===== config.mk =====
export PLATFORM = sky130hd
export DESIGN_NAME = serial_add_arbiter
export DESIGN_NICKNAME = d
export VERILOG_FILES = /design/src/rtl/serial_add_arbiter.sv
export SDC_FILE = /design/constraint.sdc
export NUM_CORES = 1
export LEC_CHECK = 0
export BUFFER_PORTS_ARGS = -buffer_cell sky130_fd_sc_hd__buf_2
export CAP_MARGIN = 25
export CORE_MARGIN = 4
export CORE_UTILIZATION = 53
export DETAILED_ROUTE_END_ITERATION = 6
export PLACE_DENSITY = 0.79
export SETUP_SLACK_MARGIN = 0.4
export SYNTH_ARGS = -nofsm -noshare
export SYNTH_HDL_FRONTEND = slang
export SYNTH_SLANG_ARGS = --single-unit
export TNS_END_PERCENT = 1

===== constraint.sdc =====
create_clock -name clk -period 3.7 [get_ports clk]
set_input_delay 0.74 -clock clk [delete_from_list [all_inputs] [get_ports clk]]
set_output_delay 0.74 -clock clk [all_outputs]
set_load 0.02 [all_outputs]

===== src/rtl/serial_add_arbiter.sv =====
// Two-requester round-robin arbiter sharing one bit-serial full-adder slice.
// The winner's operands are latched on the grant edge and added LSB first,
// one bit per clock. The final carry lands in result[WIDTH], followed by a
// one-cycle done pulse to the owner.
module serial_add_arbiter #(
  parameter int unsigned WIDTH = 8
) (
  input  logic             clk,
  input  logic             rst_n,
  input  logic [1:0]       req,
  input  logic [WIDTH-1:0] a_in0,
  input  logic [WIDTH-1:0] b_in0,
  input  logic [WIDTH-1:0] a_in1,
  input  logic [WIDTH-1:0] b_in1,
  output logic [1:0]       gnt,
  output logic             busy,
  output logic [1:0]       done,
  output logic [WIDTH:0]   result
);

  localparam int unsigned IW = $clog2(WIDTH) + 1;
  // Index value at which all WIDTH sum bits have been produced
  localparam logic [IW-1:0] IdxLast = IW'(WIDTH);

  typedef enum logic [1:0] {StIdle, StRun, StDone} state_e;

  state_e           state_q, state_d;
  logic [1:0]       gnt_q, gnt_d;
  logic [WIDTH:0]   result_q, result_d;
  logic             carry_q, carry_d;
  logic [IW-1:0]    idx_q, idx_d;
  logic [WIDTH-1:0] a_q, a_d, b_q, b_d;
  // Requester favoured when both request at once
  logic             rr_q, rr_d;

  logic winner;
  logic a_bit, b_bit, sum_bit, carry_bit;

  // Arbitration: a sole requester wins, a tie goes to the favoured requester
  always_comb begin
    winner = (req == 2'b11) ? rr_q : req[1];
  end

  // Shared full-adder slice fed by the operand bits at the current index
  always_comb begin
    a_bit = 1'b0;
    b_bit = 1'b0;
    for (int unsigned i = 0; i < WIDTH; i++) begin
      if (idx_q == IW'(i)) begin
        a_bit = a_q[i];
        b_bit = b_q[i];
      end
    end
    sum_bit   = a_bit ^ b_bit ^ carry_q;
    carry_bit = (a_bit & b_bit) | (a_bit & carry_q) | (b_bit & carry_q);
  end

  // Next-state and datapath update
  always_comb begin
    state_d  = state_q;
    gnt_d    = gnt_q;
    result_d = result_q;
    carry_d  = carry_q;
    idx_d    = idx_q;
    a_d      = a_q;
    b_d      = b_q;
    rr_d     = rr_q;
    case (state_q)
      StIdle: begin
        if (|req) begin
          gnt_d    = winner ? 2'b10 : 2'b01;
          a_d      = winner ? a_in1 : a_in0;
          b_d      = winner ? b_in1 : b_in0;
          rr_d     = ~winner;
          carry_d  = 1'b0;
          idx_d    = '0;
          result_d = '0;
          state_d  = StRun;
        end
      end
      StRun: begin
        if (idx_q == IdxLast) begin
          result_d[WIDTH] = carry_q;
          state_d         = StDone;
        end else begin
          for (int unsigned i = 0; i < WIDTH; i++) begin
            if (idx_q == IW'(i)) begin
              result_d[i] = sum_bit;
            end
          end
          carry_d = carry_bit;
          idx_d   = idx_q + 1'b1;
        end
      end
      StDone: begin
        gnt_d   = 2'b00;
        state_d = StIdle;
      end
      default: begin
        gnt_d   = 2'b00;
        state_d = StIdle;
      end
    endcase
  end

  // State register with asynchronous reset
  always_ff @(posedge clk or negedge rst_n) begin
    if (!rst_n) begin
      state_q  <= StIdle;
      gnt_q    <= 2'b00;
      result_q <= '0;
      carry_q  <= 1'b0;
      idx_q    <= '0;
      a_q      <= '0;
      b_q      <= '0;
      rr_q     <= 1'b0;
    end else begin
      state_q  <= state_d;
      gnt_q    <= gnt_d;
      result_q <= result_d;
      carry_q  <= carry_d;
      idx_q    <= idx_d;
      a_q      <= a_d;
      b_q      <= b_d;
      rr_q     <= rr_d;
    end
  end

  // Outputs: done mirrors the grant only during the single DONE cycle
  always_comb begin
    gnt    = gnt_q;
    busy   = (state_q != StIdle);
    done   = (state_q == StDone) ? gnt_q : 2'b00;
    result = result_q;
  end

endmodule

==> impl_metrics.json <==
{
  "drive_above_1_share_pct": 27.12,
  "syn_area_um2": 2029,
  "worst_path_max_delay_cell": "fa_1",
  "cap_violations": 0,
  "cts_resized": 0,
  "antenna_found_initial": 0,
  "cp.buffers_inverters": 1,
  "root_buffer": "clkbuf_8",
  "cts_setup_buffers": 0,
  "ant_nets": 0,
  "slew_viol_final": 0,
  "yosys_warnings": 0,
  "switching_share_pct": 40.64,
  "met2_length_um": 2076,
  "yosysMostFrequentCell": "dfrtp_1",
  "async_flop_share_pct": 100.0,
  "holdWs_ns": 0.5213,
  "tightest_slew_ns": 0.7656,
  "cts_tree": "built",
  "slowest_delay_ns": 0.47,
  "layout.nets": 276,
  "die_x_um": 69.88,
  "fin_crit_ns": 3.074,
  "yosys.area.top_type_share_pct": 43.16,
  "ys_ff_latch": 35,
  "ctsHoldBuffers": 0,
  "syn_avg_cell_area_um2": 10.35,
  "first_iter_violations": 111,
  "yosys-top-cells-count": "dfrtp_1 (35), a221o_1 (18), a21boi_0 (14), inv_1 (14), o211ai_1 (12)",
  "setup_viol": 0,
  "synth.distinct_cells": 42,
  "rsz0062_at_grt": "no",
  "routed_wl_um": 4362,
  "vias": 1665,
  "grt_pass1_vias": 1561,
  "cp_max_fo": 12,
  "power_density_nw_per_um2": 843.4,
  "leakagePower_nw": 1.150,
  "dpl.hpwl_um": 3128,
  "synthCells": 196,
  "start_kind": "flip-flop",
  "status": "complete, no violations",
  "insertion_delay_ns": 0.28,
  "p_comb_share_pct": 49.0,
  "relSlewSlack_pct": 48.96,
  "core-area_um2": 3689,
  "p_int_mw": 1.170,
  "synthTopCellsByArea": "dfrtp_1 (43%), a221o_1 (8.9%), a21boi_0 (5.2%), o211ai_1 (4.4%), inv_1 (2.6%)",
  "clock-sinks": 35,
  "grt.total_usage_pct": 18.85,
  "dominantRegCellSynth": "dfrtp_1",
  "clkTransAtPathRegs_ns": 0.07,
  "wl_per_cell_um": 15.36,
  "synth_edf_count": 0,
  "finalPower_mw": 1.970,
  "highest_layer": "met4",
  "drc": 0,
  "critPathCaptureType": "flip-flop",
  "port_buffers": 49,
  "start_util_pct": 55.02,
  "p_sw_mw": 0.8006,
  "area_delta_synth_final_pct": 15.10,
  "die_area_um2": 4883,
  "hold_viol": 0,
  "postPlaceCellArea_um2": 2236,
  "seqPwrFrac_pct": 35.9,
  "cp_top_family": "compound AO/OA/AOI/OAI gates",
  "cts_max_level": 2,
  "place_congestion": 0.8355,
  "synth_top_area_cell": "dfrtp_1",
  "n_fill_cell": 326,
  "path_cells": "inv_1 > ha_1 > a21oi_1 > a221o_1 > a2111oi_2 > fa_1 > and3b_1 > and3_1 > a211o_1",
  "critPathRequiredTime_ns": 3.87,
  "tns_ns": 0,
  "wl_met3_um": 258,
  "max-vdd-ir-drop_uv": 336.9,
  "grt_max_degree": 36,
  "fmax_ghz": 0.3253,
  "cts-buffers-inserted": 5,
  "wl_met1_um": 1981,
  "io_pins": 50,
  "worstSetupPathType": "flip-flop to flip-flop",
  "fin_skew_ns": 0.003555,
  "synth-seq-area-share_pct": 43.16,
  "cts.path.max_buffers": 2,
  "cp.arrival_ns": 3.24,
  "stdcell_area_um2": 2336,
  "power.share.clock_pct": 15.1,
  "via_per_inst": 5.863,
  "floorplan.rows": 22,
  "worstHoldPathType": "flip-flop to flip-flop",
  "grt_pass1_wl_um": 7500,
  "grt_overflow": 0,
  "final_util_pct": 63.33,
  "die_height_um": 69.88,
  "syn_nets": 237,
  "period_share_pct": 83.09,
  "diodes": 0,
  "dr.pass1.iters": 6
}
-- routing by layer --
layer | up-vias | GRT usage (%)
li1 | 819 | -
met1 | 790 | 26.15
met2 | 51 | 29.70
met3 | 5 | 4.317
met4 | 0 | 5.106
met5 | - | 0
-- metrics by stage --
step / instances / setup WS (ns)
after global routing: 284 / 0.4410
after detailed placement: 276 / 0.7039
after CTS: 284 / 0.6077
after floorplan: 196 / 0.8452
after global placement: 276 / 0.8040
final: 284 / 0.6257
-- kinds of logic after synthesis --
group	after synthesis	share of synthesized area, %
DFF	35	43.16
AOI/OAI and AO/OA	73	29.16
and+or+nand+nor	48	15.17
adders and majority gates	5	3.453
buffers and inverters	33	8.014
muxes	2	1.048
-- cell usage in the layout, fill, tap and decap left out, drive strengths merged, types with 2 or more instances in the layout --
master   instances
or3              7
a211o            2
a21oi           10
nand2            4
o211ai          12
and3             6
a221o           18
a2111oi          2
o311a            2
and3b            5
inv             14
nor3             2
nand2b           2
o21ai            4
buf             50
ha               4
dfrtp           35
a221oi           3
nand3b           4
clkbuf           8
a21boi          15
nor3b            4
nand3            3
nor2             5
nor2b            3
-- sequential cells by signal, summed over array words and instances (netlist names) --
register  count
rr_q          1
gnt           2
state_q       2
carry_q       1
result        9
idx_q         4
b_q           8
a_q           8
-- cell type report --
type                       instances  area (um^2)  area share (%)
inverter                          15        56.30           2.410
clock buffer                       8        100.1           4.285
sequential                        35        875.8           37.49
multi-input combinational        128        991.0           42.42
timing repair buffer              50        252.7           10.82
tap                               48        60.06           2.571
-- power groups by stage --
stage / clock network, mW / logic (mW) / registers, mW
finish: 0.298 / 0.965 / 0.707
floorplan: 0 / 0.759 / 0.711
detailed placement: 0 / 0.965 / 0.710
global placement: 0 / 0.941 / 0.704
CTS: 0.304 / 0.973 / 0.706
global route: 0.322 / 1.08 / 0.732
-- final timing paths --
check                             to  slack, ns      start  cells after the start
setup / recovery           result[0]       0.63   idx_q[0]                      9
setup reg to reg           result[0]       0.63   idx_q[0]                      9
max in group asynchronous     b_q[1]       2.68      rst_n                      1
min in group asynchronous     gnt[1]       0.53      rst_n                      1
hold reg to reg            result[3]       0.52  result[3]                      1
hold / removal             result[3]       0.52  result[3]                      1
No activity file was read; power rests on OpenSTA's default activity.
